**src/rtl/qos_param_pkg.sv**
```systemverilog
// Shared definitions for the parametrised QoS block:
// FSM encodings, arbitration modes and a FIFO count-width helper.
package qos_param_pkg;

    typedef enum logic [1:0] {
        INIT   = 2'd0,
        IDLE   = 2'd1,
        ACTIVE = 2'd2,
        ERROR  = 2'd3
    } state_t;

    localparam logic RR  = 1'b0;
    localparam logic WRR = 1'b1;

    // Counts must hold DEPTH itself, hence one bit above the pointer.
    function automatic int cnt_w(input int depth);
        return $clog2(depth) + 1;
    endfunction

endpackage

```
**src/rtl/qos_fifo.sv**
```systemverilog
// Synchronous first-word-fall-through FIFO with count and flush.
// Push while full is accepted only when a pop happens on the same edge.
module qos_fifo
    import qos_param_pkg::*;
#(
    parameter int DATA_W = 8,
    parameter int DEPTH  = 8
) (
    input  logic                      clk,
    input  logic                      rst,
    input  logic                      i_flush,
    input  logic                      i_push,
    input  logic                      i_pop,
    input  logic [DATA_W-1:0]         i_data,
    output logic [DATA_W-1:0]         o_data,
    output logic [cnt_w(DEPTH)-1:0]   o_count,
    output logic                      o_full,
    output logic                      o_empty
);
    localparam int AW = $clog2(DEPTH);

    logic [DATA_W-1:0] r_mem [DEPTH];
    logic [AW-1:0]     r_wptr;
    logic [AW-1:0]     r_rptr;
    logic [AW:0]       r_count;
    logic              w_do_push;
    logic              w_do_pop;

    assign o_count   = r_count;
    assign o_full    = (r_count == (AW+1)'(DEPTH));
    assign o_empty   = (r_count == '0);
    assign o_data    = o_empty ? '0 : r_mem[r_rptr];
    assign w_do_push = i_push && (!o_full || i_pop);
    assign w_do_pop  = i_pop && !o_empty;

    always_ff @(posedge clk) begin
        if (w_do_push && !i_flush) begin
            r_mem[r_wptr] <= i_data;
        end
    end

    always_ff @(posedge clk or posedge rst) begin
        if (rst) begin
            r_wptr  <= '0;
            r_rptr  <= '0;
            r_count <= '0;
        end else if (i_flush) begin
            r_wptr  <= '0;
            r_rptr  <= '0;
            r_count <= '0;
        end else begin
            if (w_do_push) r_wptr <= r_wptr + 1'b1;
            if (w_do_pop)  r_rptr <= r_rptr + 1'b1;
            unique case ({w_do_push, w_do_pop})
                2'b10:   r_count <= r_count + 1'b1;
                2'b01:   r_count <= r_count - 1'b1;
                default: r_count <= r_count;
            endcase
        end
    end

endmodule

```
**src/rtl/qos_param.sv**
```systemverilog
// N virtual-channel input FIFOs merged into one egress FIFO by a
// RR / weighted-RR arbiter, with hysteresis pause and sticky overflow.
module qos_param
    import qos_param_pkg::*;
#(
    parameter int NUM_VC    = 4,
    parameter int DATA_W    = 8,
    parameter int VC_DEPTH  = 8,
    parameter int OUT_DEPTH = 16,
    parameter int WEIGHT_W  = 6
) (
    input  logic                         clk,
    input  logic                         rst,
    input  logic                         enb,
    input  logic                         iniciar,
    input  logic                         mode,
    input  logic [NUM_VC*WEIGHT_W-1:0]   weights,
    input  logic [$clog2(VC_DEPTH):0]    umbral_max,
    input  logic [$clog2(VC_DEPTH):0]    umbral_min,
    input  logic                         in_valid,
    input  logic [$clog2(NUM_VC)-1:0]    in_vc,
    input  logic [DATA_W-1:0]            in_data,
    input  logic                         out_ready,
    output logic                         out_valid,
    output logic [DATA_W-1:0]            out_data,
    output logic [NUM_VC-1:0]            pausa,
    output logic [NUM_VC-1:0]            error_full,
    output logic                         idle,
    output logic [1:0]                   estado
);
    localparam int VCW = cnt_w(VC_DEPTH);
    localparam int OCW = cnt_w(OUT_DEPTH);
    localparam int VIW = $clog2(NUM_VC);

    state_t                       r_state;
    logic                         r_idle;
    logic                         r_mode;
    logic [NUM_VC*WEIGHT_W-1:0]   r_weights;
    logic [VCW-1:0]               r_umax;
    logic [VCW-1:0]               r_umin;
    logic [VIW-1:0]               r_ptr;
    logic [WEIGHT_W-1:0]          r_cred;
    logic [NUM_VC-1:0]            r_pausa;
    logic [NUM_VC-1:0]            r_err;

    logic [NUM_VC-1:0]  w_vc_push;
    logic [NUM_VC-1:0]  w_vc_pop;
    logic [NUM_VC-1:0]  w_vc_full;
    logic [NUM_VC-1:0]  w_vc_empty;
    logic [DATA_W-1:0]  w_vc_data [NUM_VC];
    logic [VCW-1:0]     w_vc_cnt  [NUM_VC];
    logic [OCW-1:0]     w_out_cnt;
    logic               w_out_full;
    logic               w_out_empty;

    logic                w_wr_en;
    logic                w_ovf;
    logic                w_flush;
    logic                w_out_pop;
    logic                w_arb_en;
    logic                w_found;
    logic                w_gnt;
    logic [VIW-1:0]      w_gnt_vc;
    logic [VIW:0]        w_idx;
    logic [WEIGHT_W-1:0] w_wt;
    logic [WEIGHT_W-1:0] w_wt_eff;
    logic [WEIGHT_W-1:0] w_cred_new;
    logic [VIW-1:0]      w_nxt;
    logic                w_move;
    logic                w_drained;

    assign w_wr_en   = enb && in_valid && (r_state == IDLE || r_state == ACTIVE);
    assign w_ovf     = w_wr_en && w_vc_full[in_vc];
    assign w_flush   = enb && iniciar && (r_state == ERROR);
    assign w_out_pop = enb && out_valid && out_ready;
    assign w_arb_en  = enb && !w_flush && (r_state == ACTIVE || r_state == ERROR)
                       && (!w_out_full || w_out_pop);
    assign w_gnt     = w_arb_en && w_found;
    assign w_drained = (&w_vc_empty) && w_out_empty;

    for (genvar g = 0; g < NUM_VC; g++) begin : g_vc
        assign w_vc_push[g] = w_wr_en && !w_vc_full[g] && (in_vc == VIW'(g));
        assign w_vc_pop[g]  = w_gnt && (w_gnt_vc == VIW'(g));
        qos_fifo #(.DATA_W(DATA_W), .DEPTH(VC_DEPTH)) u_vc (
            .clk(clk), .rst(rst), .i_flush(w_flush),
            .i_push(w_vc_push[g]), .i_pop(w_vc_pop[g]), .i_data(in_data),
            .o_data(w_vc_data[g]), .o_count(w_vc_cnt[g]),
            .o_full(w_vc_full[g]), .o_empty(w_vc_empty[g])
        );
    end

    qos_fifo #(.DATA_W(DATA_W), .DEPTH(OUT_DEPTH)) u_out (
        .clk(clk), .rst(rst), .i_flush(w_flush),
        .i_push(w_gnt), .i_pop(w_out_pop), .i_data(w_vc_data[w_gnt_vc]),
        .o_data(out_data), .o_count(w_out_cnt),
        .o_full(w_out_full), .o_empty(w_out_empty)
    );

    // First non-empty VC at or after the pointer, wrapping at NUM_VC.
    always_comb begin
        w_found  = 1'b0;
        w_gnt_vc = '0;
        w_idx    = '0;
        for (int k = 0; k < NUM_VC; k++) begin
            w_idx = {1'b0, r_ptr} + (VIW+1)'(k);
            if (w_idx >= (VIW+1)'(NUM_VC)) w_idx = w_idx - (VIW+1)'(NUM_VC);
            if (!w_found && !w_vc_empty[w_idx[VIW-1:0]]) begin
                w_found  = 1'b1;
                w_gnt_vc = w_idx[VIW-1:0];
            end
        end
    end

    assign w_wt       = r_weights[w_gnt_vc*WEIGHT_W +: WEIGHT_W];
    assign w_wt_eff   = (w_wt == '0) ? WEIGHT_W'(1) : w_wt;
    assign w_cred_new = ((w_gnt_vc == r_ptr) ? r_cred : '0) + WEIGHT_W'(1);
    assign w_nxt      = (w_gnt_vc == VIW'(NUM_VC-1)) ? '0 : w_gnt_vc + 1'b1;
    assign w_move     = (r_mode == RR) || (w_cred_new >= w_wt_eff)
                        || ((w_vc_cnt[w_gnt_vc] == VCW'(1)) && !w_vc_push[w_gnt_vc]);

    always_ff @(posedge clk or posedge rst) begin
        if (rst) begin
            r_ptr  <= '0;
            r_cred <= '0;
        end else if (w_flush) begin
            r_ptr  <= '0;
            r_cred <= '0;
        end else if (w_gnt) begin
            r_ptr  <= w_move ? w_nxt : w_gnt_vc;
            r_cred <= w_move ? '0 : w_cred_new;
        end
    end

    always_ff @(posedge clk or posedge rst) begin
        if (rst) begin
            r_pausa <= '0;
            r_err   <= '0;
        end else if (enb) begin
            for (int i = 0; i < NUM_VC; i++) begin
                if (w_vc_cnt[i] >= r_umax)      r_pausa[i] <= 1'b1;
                else if (w_vc_cnt[i] <= r_umin) r_pausa[i] <= 1'b0;
            end
            if (w_flush)    r_err        <= '0;
            else if (w_ovf) r_err[in_vc] <= 1'b1;
        end
    end

    always_ff @(posedge clk or posedge rst) begin
        if (rst) begin
            r_state   <= INIT;
            r_idle    <= 1'b0;
            r_mode    <= RR;
            r_weights <= {NUM_VC{WEIGHT_W'(1)}};
            r_umax    <= VCW'(VC_DEPTH);
            r_umin    <= '0;
        end else if (enb) begin
            unique case (r_state)
                INIT: if (iniciar) begin
                    r_mode    <= mode;
                    r_weights <= weights;
                    r_umax    <= umbral_max;
                    r_umin    <= umbral_min;
                    r_state   <= IDLE;
                    r_idle    <= 1'b1;
                end
                IDLE: if (w_ovf) begin
                    r_state <= ERROR;
                    r_idle  <= 1'b0;
                end else if (w_wr_en) begin
                    r_state <= ACTIVE;
                    r_idle  <= 1'b0;
                end
                ACTIVE: if (w_ovf) begin
                    r_state <= ERROR;
                end else if (w_drained && !in_valid) begin
                    r_state <= IDLE;
                    r_idle  <= 1'b1;
                end
                ERROR: if (iniciar) r_state <= INIT;
                default: r_state <= INIT;
            endcase
        end
    end

    assign out_valid  = (w_out_cnt != '0);
    assign pausa      = r_pausa;
    assign error_full = r_err;
    assign idle       = r_idle;
    assign estado     = r_state;

endmodule

```
**config.mk**
```make
export PLATFORM = sky130hd
export DESIGN_NAME = qos_param
export DESIGN_NICKNAME = d
export VERILOG_FILES = /design/src/rtl/qos_param_pkg.sv /design/src/rtl/qos_fifo.sv /design/src/rtl/qos_param.sv
export SDC_FILE = /design/constraint.sdc
export NUM_CORES = 1
export LEC_CHECK = 0
export CORE_MARGIN = 10
export CORE_UTILIZATION = 65
export CTS_BUF_LIST = sky130_fd_sc_hd__clkbuf_8 sky130_fd_sc_hd__clkbuf_16
export CTS_CLUSTER_DIAMETER = 120
export DETAILED_ROUTE_END_ITERATION = 8
export PLACE_DENSITY = 0.84
export SLEW_MARGIN = 40
export SYNTH_ARGS = -nofsm -noshare
export SYNTH_HDL_FRONTEND = slang
export SYNTH_SLANG_ARGS = --single-unit
```
**constraint.sdc**
```tcl
create_clock -name clk -period 8.6 [get_ports clk]
set_input_delay 0.86 -clock clk [delete_from_list [all_inputs] [get_ports clk]]
set_output_delay 0.86 -clock clk [all_outputs]
set_load 0.02 [all_outputs]
```
==> flow_summary.toml, run 1 <==
[clocking]
post-cts-setup-buffers = 0
cts_hold_buf = 0
insertion_delay_ps = 560
cts_tree = "built"
clock-root-buffer = "clkbuf_16"
post_cts_resized = 0
clk_path_buf_depth = 3
htreeDepth = 2
clock-sinks = 489
cts_buffers = 48
path_clk_slew_ps = 60

[grt]
grt_pass1_vias = 12600
use_met2_pct = 39.6
top_usage_layer = "met2"
gr-usage-all-layers_pct = 24.1
met3_usage_pct = 3.92
grt_pass1_wl_mm = 76.8
gr-total-overflow = 0
use_met1_pct = 32.9
antenna_found_initial = 0
grt_max_degree = 74

[sta]
tightest_slew_ps = 848
fin_crit_ps = 5050
setup-tns-final_ps = 0
max_freq_mhz = 198
fin_crit_sh_pct = 58.7
slew_viol_final = 0
rsz0062_at_grt = "no"
setup_viol = 0
hold_violations = 0
skew_ps = 16.6
slew_headroom_pct = 43.5

[worst_hold_path]
hp-class = "reg2reg"
min-delay-start = "pausa[3]$_DFFE_PP0P_"
worstHoldEndpoint = "pausa[3]$_DFFE_PP0P_"
holdPathStages = 2

[detailed_routing]
drt_iter0_drc = 1412
drc = 0
via_per_inst = 6.49
routed_wl_mm = 49.2
dr.pass1.iters = 6
vias = 12300
ant_nets = 0
wl_per_cell_um = 26.0

[synthesis]
synth_top_family_by_area = "multiplexers"
synth.avg_cell_area_um2 = 16.2
yosysWarnings = 0
synth.area.mux_share_pct = 14.9
synth_seq_area_share_pct = 65.4
yosys.area_share.simple_pct = 6.48
synth_compound_area_share_pct = 4.79
synth.net_count = 1465
postSynthCellCount = 1338
synth_xor_area_share_pct = 1.78
synth_top_flop_cell = "edfxtp_1"
synth_edf_count = 384
synth_area_um2 = 21700
yosysUniqueCellTypes = 63
synth-seq-cells = 489
ys_async_sr_fraction_pct = 21.5
synthAdderAreaFrac_pct = 4.68

[floorplan]
row_count = 66
io_pins = 69
initial_core_util_pct = 66.2
die_area_um2 = 41000
core_area_um2 = 32700
die_y_um = 203
chipWidth_um = 203

[finish]
final_util_pct = 74.7
drive_gt1_share_pct = 19.7
fin_cells = 1896
final_area_um2 = 24400
finalNetCount = 1543
syn_to_final_growth_pct = 12.8

[critical_path]
crit_family = "compound AO/OA/AOI/OAI gates"
crit_chain = "or4_1 -> a22oi_1 -> o211a_1 -> inv_1 -> ha_1 -> nand3_1 -> or2_2 -> inv_1 -> ha_1 -> a21o_1 -> a21oi_1 -> nor3b_1 -> a21oi_1 -> xor2_1 -> nor2_1"
crit_path_max_fanout = 20
cp_slowest_stage_delay_ps = 770
path_buf_inv = 2
cp.required_ps = 9030
cp-end-kind = "register"
cpMaxStageDelayCell = "a22oi_1"
worstPathArrival_ps = 5480
r2r_cells = 15
r2r-end = "g_vc[2].u_vc.o_count[3]$_DFFE_PP0P_"
r2r_slack_ps = 3550
path_class = "reg2reg"
path_depth = 15
r2r_start = "g_vc[0].u_vc.o_count[1]$_DFFE_PP0P_"
start_kind = "register"

[power]
ir_worst_vdd_v = 0.000252
p_leak_nw = 8.75
total_power_mw = 8.85
p_per_area_nw_per_um2 = 362

[place]
io_buffers = 68
hpwlAfterDp_mm = 30.6
placed_cells = 1808
gp_congestion = 0.828
postPlaceCellArea_um2 = 22800

[job]
cap_violations = 0

[outcome]
status = "finished clean"
[through the flow]
step,hold slack [ps],setup slack (ps)
finish,484,3550
global route,511,3240
CTS,486,3650
detailed placement,472,3710
global placement,461,3940
floorplan,479,4370
[worst min-delay path, delay by kind of cell, from the launching register on]
| kind | cells | cell delay (ps) |
|---|---|---|
| DFF | 1 | 350 |
| and+or+nand+nor | 2 | 100 |
[worst max path at each step]
stage                                                   start                                  end  slack (ps)
final                     g_vc[0].u_vc.o_count[1]$_DFFE_PP0P_  g_vc[2].u_vc.o_count[3]$_DFFE_PP0P_        3550
after global routing      g_vc[0].u_vc.o_count[1]$_DFFE_PP0P_  g_vc[2].u_vc.o_count[3]$_DFFE_PP0P_        3240
after CTS                 g_vc[0].u_vc.o_count[1]$_DFFE_PP0P_                r_cred[5]$_DFFE_PP0P_        3650
after detailed placement  g_vc[0].u_vc.o_count[1]$_DFFE_PP0P_                 r_ptr[1]$_DFFE_PP0P_        3710
after global placement    g_vc[0].u_vc.o_count[1]$_DFFE_PP0P_                r_cred[4]$_DFFE_PP0P_        3940
after floorplan           g_vc[0].u_vc.o_count[1]$_DFFE_PP0P_                 r_ptr[1]$_DFFE_PP0P_        4370
[cell families (layout without fill, tap and decap cells)]
kind of cell,Yosys count,in the layout
xor+xnor,44,44
buf+inv,105,220
compound gates,148,148
fa+ha+maj,78,78
other cells,0,1
mux,186,186
flops,489,489
simple gates,288,288
[per-layer routing]
layer | routed length [µm] | share of wire (%) | vias up
li1 | - | - | 5348
met3 | 3780 | 7.7 | 108
met4 | 1390 | 2.8 | 0
met2 | 24800 | 50 | 590
met1 | 19300 | 39 | 6255
met5 | 0 | 0 | -
[synthesized netlist by cell type, types with 6 or more instances]
cell type / n / share of area [%]
a21o_1: 13 / 0.45
a21oi_1: 38 / 0.88
a22o_1: 6 / 0.24
and2_1: 13 / 0.38
buf_1: 16 / 0.28
clkbuf_1: 40 / 0.69
dfrtp_1: 100 / 12
edfxtp_1: 384 / 53
ha_1: 73 / 4.2
inv_1: 41 / 0.71
mux2_2: 34 / 1.8
mux2i_1: 46 / 2.1
mux4_2: 105 / 11
nand2_1: 48 / 0.83
nand2b_1: 21 / 0.61
nand3_1: 18 / 0.42
nand4_1: 8 / 0.23
nor2_1: 111 / 1.9
nor2b_1: 13 / 0.38
nor3_1: 17 / 0.39
nor4_1: 6 / 0.17
o2111ai_1: 11 / 0.44
o211ai_1: 9 / 0.31
o21a_1: 9 / 0.31
o21ai_0: 17 / 0.39
o221ai_1: 8 / 0.32
o22ai_1: 9 / 0.26
xnor2_1: 17 / 0.69
xor2_1: 27 / 1.1
[area by class of cell]
class | instances | area [µm²]
diodes | 1 | 2.50
clock buffers | 57 | 1340
clock inverters | 30 | 270
fillers | 1884 | 8260
inverters | 42 | 163
multi-input cells | 744 | 7120
flip-flops and latches | 489 | 14200
well taps | 442 | 553
repair buffers | 91 | 827
[report_power, final]
part	total, mW	internal, mW	switching, mW
Sequential	3.57	3.19	0.385
Clock	2.12	1.25	0.869
Combinational	3.16	1.31	1.85
Total	8.85	5.75	3.10
[sequential cells by signal (all words and copies together), names as in the netlist]
name	cells
u_out.r_rptr	4
u_out.o_count	5
g_vc.u_vc.o_count	16
error_full	4
pausa	4
g_vc.u_vc.r_rptr	12
r_ptr	2
idle	1
r_mode	1
r_weights	24
u_out.r_mem	128
estado	2
r_umax	4
r_cred	6
g_vc.u_vc.r_mem	256
u_out.r_wptr	4
r_umin	4
g_vc.u_vc.r_wptr	12
[layout by cell type (no fill, tap or decap), types with 17 or more instances in the layout]
master and count:
xor2_1 27, nand2b_1 21, o21ai_0 17, nor2_1 91, edfxtp_1 384, buf_4 22
clkbuf_16 49, nand3_1 18, mux2i_1 46, a21oi_1 38, xnor2_1 17, nor3_1 17
mux2_2 34, dfrtp_1 95, mux4_2 105, nor2_2 20, clkdlybuf4s50_1 62, ha_1 73
nand2_1 48, inv_1 50
No activity file was read; power rests on OpenSTA's default activity.
==> run 2: changes to the inputs <==
CORE_UTILIZATION = 56   (was 65)
PLACE_DENSITY = 0.77   (was 0.84)
clock period = 4.45 ns   (was 8.6 ns; I/O delays follow)
==> run 2 against run 1 <==
Maximum frequency rose by 20%. Hold slack worse by 97 ps. Clock skew rose by 2.2 ps. First-iteration DRC count fell by 8.1%. Via count down 2.0%. Utilization shrank 9.6 points. Global-route usage is 4.4 points lower. Wire length shrank 7.0%. Critical path type unchanged.
==> flow_summary.toml, run 2 (synthesis results as in run 1) <==
[sta]
fin_crit_sh_pct = 94.8
hold_violations = 0
skew_ps = 18.8
setup_slack_ps = 232
timing.hold.ws_ps = 387
rsz0062_at_grt = "no"
slew_viol_final = 0
max_freq_mhz = 237
setup_viol = 0
setup-tns-final_ps = 0
slew_headroom_pct = 41.3
fin_crit_ps = 4220
tightest_slew_ps = 872

[detailed_routing]
vias = 12100
dr.pass1.iters = 6
routed_wl_mm = 45.8
ant_nets = 0
via_per_inst = 6.05
wl_per_cell_um = 23.0
drc = 0
drt_iter0_drc = 1297

[clocking]
clock-sinks = 489
insertion_delay_ps = 580
htreeDepth = 2
post-cts-setup-buffers = 0
post_cts_resized = 0
path_clk_slew_ps = 60
cts_buffers = 49
cts_tree = "built"
cts_hold_buf = 0
clock-root-buffer = "clkbuf_16"
clk_path_buf_depth = 3

[critical_path]
path_class = "reg2reg"
cp.required_ps = 4910
start_kind = "register"
crit_path_max_fanout = 7
cp-end-kind = "register"
worstPathArrival_ps = 4680

[job]
cap_violations = 0

[power]
total_power_mw = 17.0
p_leak_nw = 8.87
p_per_area_nw_per_um2 = 690
ir_worst_vdd_v = 0.000523

[floorplan]
initial_core_util_pct = 57.1
die_area_um2 = 46900
die_y_um = 217
chipWidth_um = 217
core_area_um2 = 37900
row_count = 71
io_pins = 69

[finish]
seqCellArea_um2 = 14200
largest_register_ffs = 256
multi_input_area_um2 = 7140
layout_common_cells = "edfxtp_1 (384), mux4_2 (105), nor2_1 (97), dfrtp_1 (95), ha_1 (73)"
nFillCells = 2629
finalNetCount = 1571
drive_gt1_share_pct = 20.9
layout.cells.most_common = "edfxtp_1"
reg_top3 = "g_vc.u_vc.r_mem: 256 flops, u_out.r_mem: 128 flops, r_weights: 24 flops"
syn_to_final_growth_pct = 14.0
n_antenna_cell = 0
regMostFlops = "g_vc.u_vc.r_mem"

[place]
dp_slack_ps = 87.8
io_buffers = 68
hpwlAfterDp_mm = 29.3
gp_congestion = 0.836

[worst_hold_path]
hp-class = "in2async"

[outcome]
status = "finished clean"

[grt]
grt_pass1_vias = 12300
gr-total-overflow = 0
grt_pass1_wl_mm = 72.0
antenna_found_initial = 0
gr-usage-all-layers_pct = 19.7
grt_max_degree = 81
run 2: cell types whose count changed in the layout (fill, tap and decap cells not counted), moves of 3 or more:
cell / delta
buf_4: +27
bufinv_16: -3
clkinv_1: +4
clkinv_2: -3
nor2_1: +6
nor2_2: -6
run 2: path summary, 6_finish.rpt:
kind                                                          start                                 end  slack (ps)  cells past startpoint
worst max-delay path            g_vc[0].u_vc.o_count[0]$_DFFE_PP0P_                r_ptr[1]$_DFFE_PP0P_         230                     15
worst max register to register  g_vc[0].u_vc.o_count[0]$_DFFE_PP0P_                r_ptr[1]$_DFFE_PP0P_         230                     15
worst min register to register                 pausa[3]$_DFFE_PP0P_                pausa[3]$_DFFE_PP0P_         480                      2
max in group asynchronous                                       rst  g_vc[3].u_vc.r_rptr[0]$_DFFE_PP0P_        3170                      3
worst min-delay path                                            rst               r_umin[1]$_DFFE_PP0P_         390                      2
min in group clk                                         in_data[7]  g_vc[1].u_vc.r_mem[2][7]$_DFFE_PP_         400                      1
run 2: routing by layer:
metal,routed length [µm],global-route usage [%]
met1,19300,27.5
met2,22100,31.4
met3,3180,3.23
met4,1150,6.15
met5,0,0
run 2: power by group:
| group | total [mW] | internal, mW | switching (mW) |
|---|---|---|---|
| logic | 6.28 | 2.67 | 3.61 |
| registers | 6.82 | 6.16 | 0.663 |
| clock network | 3.95 | 2.28 | 1.67 |
run 2: critical path, stage by stage (launching register included):
cell	delay, ps
dfrtp_1	430
or4_4	570
a31o_2	220
mux4_2	540
and2_1	190
ha_1	210
nand3_1	110
xnor2_1	60
and2_1	170
ha_1	300
a21o_1	180
a21o_1	210
o41ai_4	360
mux2i_1	220
a21oi_1	80
a211o_1	230
run 2: per-stage QoR:
step / cell area (µm²) / std cells / util [%]
floorplan: 21700 / 1338 / -
global route: 24700 / 1993 / 65.1
detailed placement: 23100 / 1904 / 60.8
global placement: 23100 / 1904 / 60.9
finish: 24700 / 1993 / 65.1
CTS: 24600 / 1993 / 64.9
run 2: layout make-up:
class / instances / area share [%]
flip-flops and latches: 489 / 57.4
multi-input cells: 744 / 28.9
clock buffers: 58 / 5.51
repair buffers: 118 / 4.16
well taps: 511 / 2.59
clock inverters: 31 / 0.775
inverters: 42 / 0.669
==> run 3: changes to the inputs <==
CAP_MARGIN = 0   (was default)
RECOVER_POWER = 100   (was default)
==> run 3 against run 2 <==
The run now ends with capacitance limit, slew limit left. Utilization shrank 0.41 points. Clock skew shrank 0.99 ps. Clock-buffer cell count is the same. Final cell count is the same. Worst setup slack gained 4.0 ps. Critical endpoint unchanged. Wire length is essentially flat. Largest cell class unchanged. Clock power is essentially flat. Sequential power is essentially flat. Via count shrank 0.34%. Non-clock buffer count is the same.
==> flow_summary.toml, run 3 (synthesis results as in run 1) <==
[outcome]
status = "complete, but fails checks"
violations = "capacitance limit, slew limit"

[grt]
gr-usage-all-layers_pct = 19.7
grt_max_degree = 81
gr-total-overflow = 0
grt_pass1_wl_mm = 72.0
grt_pass1_vias = 12300
antenna_found_initial = 0

[detailed_routing]
vias = 12000
via_per_inst = 6.03
dr.pass1.iters = 6
drc = 0
drt_iter0_drc = 1267
ant_nets = 0
routed_wl_mm = 45.8
wl_per_cell_um = 23.0

[clocking]
clock-root-buffer = "clkbuf_16"
path_clk_slew_ps = 60
clock-sinks = 489
cts_buffers = 49
htreeDepth = 2
insertion_delay_ps = 580
post-cts-setup-buffers = 0
clk_path_buf_depth = 3
cts_tree = "built"

[critical_path]
cpMaxStageDelayCell = "or4_4"
crit_family = "compound AO/OA/AOI/OAI gates"
start_kind = "register"
cp.required_ps = 4910
crit_chain = "or4_4 -> a31o_2 -> mux4_2 -> and2_1 -> ha_1 -> nand3_1 -> xnor2_1 -> and2_1 -> ha_1 -> a21o_1 -> a21o_1 -> o41ai_4 -> mux2i_1 -> a21oi_1 -> a211o_1"
path_class = "reg2reg"
cp_slowest_stage_delay_ps = 570
path_buf_inv = 0
crit_path_max_fanout = 7
worstPathArrival_ps = 4670
cp-end-kind = "register"
crit_path_start = "g_vc[0].u_vc.o_count[0]$_DFFE_PP0P_"
r2r_start = "g_vc[0].u_vc.o_count[0]$_DFFE_PP0P_"

[finish]
n_antenna_cell = 0
regMostFlops = "g_vc.u_vc.r_mem"
drive_gt1_share_pct = 17.6
syn_to_final_growth_pct = 13.3
nFillCells = 2666
reg_top3 = "g_vc.u_vc.r_mem: 256 flops, u_out.r_mem: 128 flops, r_weights: 24 flops"
layout.cells.most_common = "edfxtp_1"
layout_common_cells = "edfxtp_1 (384), nor2_1 (111), mux4_2 (105), dfrtp_1 (96), ha_1 (73)"
largest_register_ffs = 256
final_util_pct = 64.7
finalNetCount = 1571

[sta]
fin_crit_sh_pct = 94.7
setup_viol = 0
tightest_slew_ps = 3100
max_freq_mhz = 237
setup-tns-final_ps = 0
fin_crit_ps = 4210
rsz0062_at_grt = "no"
hold_violations = 0
setup_slack_ps = 236
skew_ps = 17.8
slew_viol_final = 148
slew_headroom_pct = -107

[floorplan]
die_y_um = 217
row_count = 71
initial_core_util_pct = 57.1
die_area_um2 = 46900
core_area_um2 = 37900
io_pins = 69
chipWidth_um = 217

[power]
ir_worst_vdd_v = 0.000519
p_leak_nw = 8.77
p_per_area_nw_per_um2 = 691
total_power_mw = 17.0

[worst_hold_path]
min-delay-start = "pausa[3]$_DFFE_PP0P_"
hp-class = "reg2reg"

[place]
gp_congestion = 0.836
dp_slack_ps = 87.8
hpwlAfterDp_mm = 29.3
io_buffers = 68

[job]
cap_violations = 4
## run 3: per-stage QoR
step                      hold WS (ps)  std cells  cell area, µm²
final                              475       1993           24500
after global routing               465       1993           24500
after CTS                          368       1993           24600
after detailed placement           469       1904           23100
after global placement             459       1904           23100
after floorplan                    479       1338           21700
## run 3: final cells by class
cell class	instances	area, µm²	area share [%]
multi-input combinational	744	7100	28.9
timing repair buffer	118	923	3.76
sequential	489	14200	57.7
tap	511	639	2.61
clock inverter	31	191	0.780
inverter	42	160	0.653
clock buffer	58	1360	5.55
## run 3: final timing paths
kind,end,slack [ps],cells past startpoint
min in group asynchronous,r_umin[1]$_DFFE_PP0P_,1450,2
max reg2reg,r_ptr[1]$_DFFE_PP0P_,240,15
max,r_ptr[1]$_DFFE_PP0P_,240,15
max in group asynchronous,g_vc[0].u_vc.r_rptr[0]$_DFFE_PP0P_,940,3
min,pausa[3]$_DFFE_PP0P_,480,2
min reg2reg,pausa[3]$_DFFE_PP0P_,480,2
## run 3: where the power goes
group	internal, mW	total (mW)	leakage (nW)	switching (mW)
registers	6.16	6.82	4.77	0.661
clock network	2.28	3.95	0.808	1.67
logic	2.61	6.20	3.19	3.58
## run 3: routing by layer
metal,track usage (%),part of all wire [%],up-vias
li1,-,-,5400
met1,27.5,43,6113
met2,31.4,49,425
met3,3.23,6.5,79
met4,6.15,2.4,0
met5,0,0,-
## run 3: worst reg2reg max path, delay by kind of cell (launching register included)
| family | cells | cell delay, ps |
|---|---|---|
| xor gates and xnor gates | 1 | 60 |
| and+or+nand+nor | 4 | 1040 |
| muxes | 2 | 760 |
| DFF | 1 | 430 |
| AOI/OAI and AO/OA | 6 | 1280 |
| adders and majority gates | 2 | 510 |
## run 3: what timing repair did
| action | in CTS | in global routing |
|---|---|---|
| resized for setup | 0 | 7 |
| hold buffers | 0 | 0 |
| setup endpoints to repair | 0 | 8 |
==> patch 1, RTL diff (settings of run 3) <==
Reset style: synchronous (`rst`), changed in 4 clocked blocks.
--- a/src/rtl/qos_fifo.sv
+++ b/src/rtl/qos_fifo.sv
@@ -39,7 +39,7 @@
         end
     end
 
-    always_ff @(posedge clk or posedge rst) begin
+    always_ff @(posedge clk) begin
         if (rst) begin
             r_wptr  <= '0;
             r_rptr  <= '0;
--- a/src/rtl/qos_param.sv
+++ b/src/rtl/qos_param.sv
@@ -118,7 +118,7 @@
     assign w_move     = (r_mode == RR) || (w_cred_new >= w_wt_eff)
                         || ((w_vc_cnt[w_gnt_vc] == VCW'(1)) && !w_vc_push[w_gnt_vc]);
 
-    always_ff @(posedge clk or posedge rst) begin
+    always_ff @(posedge clk) begin
         if (rst) begin
             r_ptr  <= '0;
             r_cred <= '0;
@@ -131,7 +131,7 @@
         end
     end
 
-    always_ff @(posedge clk or posedge rst) begin
+    always_ff @(posedge clk) begin
         if (rst) begin
             r_pausa <= '0;
             r_err   <= '0;
@@ -145,7 +145,7 @@
         end
     end
 
-    always_ff @(posedge clk or posedge rst) begin
+    always_ff @(posedge clk) begin
         if (rst) begin
             r_state   <= INIT;
             r_idle    <= 1'b0;
Check against the original RTL: differs if rst is asserted again (counterexample within 4 cycles, from zero or initial values and one cycle with rst high); with rst held inactive, the same outputs for 4 cycles.
==> patch 1 against run 3 <==
- the flow still finishes with violations (max-capacitance violations, max-slew violations)
- final area shrank 0.39%
- worst setup slack worse by 0.010 ns
- global-route usage fell by 0.11 points
- wire length increased by 0.83%
- sequential share of layout area fell by 0.64 points
- synthesized cell count up 7.7%
- area after synthesis decreased by 0.51%
- sequential cell count up 16
- cell count up 4.7%
Power is not compared: it rests on default switching activity, and its combinational part moved more than twofold at a synthesized area within 25%.
==> patch 1: results (changes against run 3) <==
status: "complete, but fails checks"  # unchanged
violations: "max-capacitance violations, max-slew violations"  # unchanged
cp.arrival_ns: 4.75  # was 4.67 ns
grt_max_degree: 43  # was 81
largestRegisters: "g_vc.u_vc.r_mem x256, u_out.r_mem x128, r_weights x24"  # unchanged
maxSlewViolCount: 230  # was 148
gp_congestion: 0.8658  # was 0.8358
min_path_type: "in2reg"  # was reg2reg
seq_area_frac_synth_pct: 64.76  # was 65.40%
place_area_um2: 22930  # was 23070 um2
nets: 1669  # was 1571
hp-start: "weights[15]"  # was pausa[3]
drtIter0Drc: 1009  # was 1267
relSlewSlack_pct: -28.57  # was -107.0%
fillCellCount: 2699  # was 2666
antennaDiodeCount: 0  # unchanged
grt_pass1_vias: 12690  # was 12320
pre_cts_ws_ns: 0.2642  # was 0.08782 ns
syn_nets: 1573  # was 1465
drc: 0  # unchanged
reg2reg_depth: 16  # was 15
synth_area_per_cell_um2: 14.95  # was 16.19 um2
place_inst: 1997  # was 1904
first_pass_iters: 5  # was 6
instances_no_fill: 2087  # was 1993
synthTopCellsByArea: "edfxtp_1 (54%), dfxtp_1 (11%), mux4_2 (11%), ha_1 (4.5%), a21oi_1 (2.3%)"  # was edfxtp_1 (53%), dfrtp_1 (12%), mux4_2 (11%), ha_1 (4.2%), mux2i_1 (2.1%)
vdd_drop_max_v: 0.0003942
crit_fanout: 16  # was 7
grt_usage_pct: 19.64  # was 19.75%
drive_gt1_share_pct: 14.66  # was 17.61%
synth_edf_count: 384  # unchanged
r2r-start: "g_vc[1].u_vc.o_count[2]"  # was g_vc[0].u_vc.o_count[0]
skew_ns: 0.02141  # was 0.01778 ns
clock_path_buffers: 3  # unchanged
power.leakage_nw: 8.065
grt_pass1_wl_mm: 72.28  # was 71.96 mm
hpwlAfterDp_mm: 29.92  # was 29.28 mm
routed_wl_mm: 46.15  # was 45.77 mm
netlist-cell-type-count: 61  # was 63
vias: 12390  # was 12020
whs_path_depth: 3  # was 2
drv_cap: 7  # was 4
yosys-top-cells-count: "edfxtp_1 (384), nor2_1 (132), dfxtp_1 (121)"  # was edfxtp_1 (384), nor2_1 (111), mux4_2 (105)
crit_path_start: "g_vc[1].u_vc.o_count[2]"  # was g_vc[0].u_vc.o_count[0]
synth-async-reset-ratio_pct: 0  # was 21.47%
==> patch 1: kinds of logic after synthesis <==
group / Yosys count / synth area share [%]
and+or+nand+nor: 372 / 8.159
muxes: 159 / 13.51
xor gates and xnor gates: 43 / 1.748
AOI/OAI and AO/OA: 174 / 4.860
buffers and inverters: 105 / 1.974
DFF: 505 / 64.76
adders and majority gates: 83 / 4.994
==> patch 1: repair_timing <==
| item | in CTS | in global routing |
|---|---|---|
| endpoints found under the hold margin | 0 | 0 |
| gates resized for setup | 0 | 1 |
| hold buffers | 0 | 0 |
| endpoints found under the setup margin | 0 | 5 |
==> patch 1: layer usage <==
metal	global-route usage [%]	share of wire [%]	up-vias
li1	-	-	5670
met1	25.88	42	6284
met2	33.56	51	364
met3	2.813	5.0	69
met4	5.290	2.0	0
met5	0	0	-
==> patch 1: power by group <==
part	internal [mW]	leakage, nW	switching, mW
clock network	2.41	0.822	1.76
registers	5.09	4.33	0.0226
logic	0.124	2.91	0.210
total	7.62	8.06	1.99
==> patch 1: final cells by class <==
| class | count | area share, % |
|---|---|---|
| Sequential cell | 505 | 57.10 |
| Clock buffer | 51 | 5.128 |
| Inverter | 36 | 0.5527 |
| Multi-Input combinational cell | 831 | 29.42 |
| Tap cell | 511 | 2.615 |
| Clock inverter | 39 | 1.530 |
| Timing Repair Buffer | 114 | 3.659 |
==> patch 1: final timing paths <==
path                   endpoint  slack [ns]
setup / recovery      r_cred[2]        0.23
hold / removal    r_weights[15]        0.42
setup reg to reg      r_cred[2]        0.23
hold reg to reg    r_weights[7]        0.46
==> patch 1: worst max-delay path, cell delays in order (launching register included) <==
cell and delay [ns]:
dfxtp_1 0.38, or4_1 0.70, a211oi_2 0.22, o21a_1 0.22, buf_12 0.17, mux2i_1 0.08
mux2_2 0.28, and4_1 0.20, a221o_1 0.35, ha_1 0.26, nand2b_1 0.14, a21o_1 0.17
a21oi_1 0.19, o211ai_1 0.19, o22ai_4 0.30, and3_1 0.20, a32o_1 0.12
==> patch 2, RTL diff (flow settings as in run 3) <==
Made on the original files. The parameter `VC_DEPTH` goes from 8 to 16.
--- a/src/rtl/qos_param.sv
+++ b/src/rtl/qos_param.sv
@@ -5,7 +5,7 @@
 #(
     parameter int NUM_VC    = 4,
     parameter int DATA_W    = 8,
-    parameter int VC_DEPTH  = 8,
+    parameter int VC_DEPTH  = 16,
     parameter int OUT_DEPTH = 16,
     parameter int WEIGHT_W  = 6
 ) (
Interface: changed (resized umbral_max and umbral_min); port bits go from 69 to 71. The function was not compared with the original's and may differ.
==> patch 2 against run 3 <==
- the run still ends with max-capacitance violations, max-slew violations left
- count of clock-buffer cells in the layout grew 32
- maximum frequency barely moved
- area after synthesis up 52%
- sequential cell count increased by 270
- worst setup slack got worse by 0.0038 ns
- synthesized cell count increased by 47%
- clock power up 57%
- combinational power is 26% higher
- cell count up 47%
- global-route usage increased by 1.6 points
- total power is 40% higher
- final area rose by 51%
- wire length is 61% higher
==> patch 2: results (changes against run 3) <==
drive_gt1_share_pct: 17.92  # was 17.61%
maxSlewViolCount: 586  # was 148
yosys-mux-area-fraction_pct: 14.17  # was 14.88%
seq_area_frac_synth_pct: 67.52  # was 65.40%
netlist-cell-type-count: 72  # was 63
use_met3_pct: 4.185  # was 3.231%
synth-adder-area-share_pct: 3.995  # was 4.679%
vdd_drop_max_v: 0.0004163  # was 0.0005188 V
power.leakage_nw: 12.94  # was 8.765 nW
violations: "max-capacitance violations, max-slew violations"  # unchanged
synth-xor-area-share_pct: 1.492  # was 1.779%
r2r-start: "g_vc[1].u_vc.o_count[1]"  # was g_vc[0].u_vc.o_count[0]
clockRootBuffer: "clkbuf_16"  # unchanged
hold_end: "r_umax[2]"  # was pausa[3]
min_path_type: "in2reg"  # was reg2reg
cp-endpoint: "g_vc[3].u_vc.o_count[4]"  # was r_ptr[1]
routed_wl_mm: 73.59  # was 45.77 mm
pre_cts_ws_ns: 0.1762  # was 0.08782 ns
gr-usage-met2_pct: 34.24  # was 31.44%
cp_slowest_stage_delay_ns: 0.63  # was 0.57 ns
drv_cap: 10  # was 4
nets: 2250  # was 1571
use_met1_pct: 28.88  # was 27.54%
drtIter0Drc: 1687  # was 1267
skew_ns: 0.02385  # was 0.01778 ns
first_pass_iters: 6  # unchanged
status: "complete, but fails checks"  # unchanged
synth-async-reset-ratio_pct: 15.68  # was 21.47%
synth_edf_count: 640  # was 384
relSlewSlack_pct: -124.9  # was -107.0%
syn_nets: 2120  # was 1465
grt_pass1_wl_mm: 114.6  # was 71.96 mm
reg2reg_depth: 15  # unchanged
gp_congestion: 0.9431  # was 0.8358
cp.arrival_ns: 4.72  # was 4.67 ns
synth_compound_area_share_pct: 5.133  # was 4.795%
largestRegisters: "g_vc.u_vc.r_mem x512, u_out.r_mem x128, r_weights x24"  # was g_vc.u_vc.r_mem x256, u_out.r_mem x128, r_weights x24
clock_path_buffers: 3  # unchanged
whs_path_depth: 2  # unchanged
worstSetupPathType: "reg2reg"  # unchanged
grt_pass1_vias: 18770  # was 12320
clk_pin_slew_ns: 0.06  # about the same
layout_setup_ws_ns: 0.2323  # was 0.2360 ns
grt_usage_pct: 21.36  # was 19.75%
grt_max_degree: 72  # was 81
clk_latency_ns: 0.62  # was 0.58 ns
htreeDepth: 3  # was 2
vias: 18430  # was 12020
hp-start: "umbral_max[2]"  # was pausa[3]
yosys-top-cells-count: "edfxtp_1 (640), mux4_2 (152), dfrtp_1 (114)"  # was edfxtp_1 (384), nor2_1 (111), mux4_2 (105)
crit_fanout: 20  # was 7
port-buffer-count: 70  # was 68
numCtsBuffers: 77  # was 49
synthFlopType: "edfxtp_1"  # unchanged
synthTopCellsByArea: "edfxtp_1 (58%), mux4_2 (10%), dfrtp_1 (8.7%), ha_1 (3.7%), mux2i_1 (1.9%)"  # was edfxtp_1 (53%), dfrtp_1 (12%), mux4_2 (11%), ha_1 (4.2%), mux2i_1 (2.1%)
hpwlAfterDp_mm: 46.90  # was 29.28 mm
fillCellCount: 4020  # was 2666
crit_family: "simple AND/OR/NAND/NOR gates"  # was compound AO/OA/AOI/OAI gates
patch 2: cell count changes after synthesis, sizes merged, moves of 18 or more:
cell,change
clkbuf,+24
mux2i,+18
nand2,+20
and2,+39
edfxtp,+256
a221oi,+30
mux2,+18
a21oi,+46
o21ai,+39
ha,+24
mux4,+47
patch 2: cells by family after synthesis:
group | after synthesis
flip-flops | 759
AND/OR/NAND/NOR | 385
multiplexers | 269
AO/OA/AOI/OAI | 254
buffers and inverters | 142
adder cells (fa/ha/maj) | 102
XOR/XNOR | 56
patch 2: area by class of cell:
cell class	instances	area share, %
Clock buffer	90	5.772
Clock inverter	51	0.8574
Inverter	52	0.5502
Multi-Input combinational cell	1066	27.34
Sequential cell	759	59.91
Tap cell	765	2.582
Timing Repair Buffer	141	2.987
patch 2: stage by stage:
stage	cells	power (mW)	hold slack (ns)	area (um2)
2_1_floorplan	1967	14.94	0.4708	32880
3_3_place_gp	2783	17.25	0.4595	34760
3_5_place_dp	2783	17.65	0.4628	34800
4_1_cts	2924	23.89	0.3144	37260
5_1_grt	2924	24.86	0.4206	37070
6_report	2924	23.70	0.4315	37070
patch 2: layer usage:
| metal | up-vias | wire length [um] |
|---|---|---|
| li1 | 7980 | - |
| met1 | 9403 | 29780 |
| met2 | 884 | 35450 |
| met3 | 163 | 6134 |
| met4 | 0 | 2225 |
| met5 | - | 0 |
patch 2: report_power, final:
| group | switching, mW | internal [mW] | total [mW] | leakage (nW) |
|---|---|---|---|---|
| logic | 4.60 | 3.21 | 7.81 | 4.34 |
| clock network | 2.62 | 3.59 | 6.21 | 1.31 |
| registers | 0.648 | 9.03 | 9.68 | 7.29 |
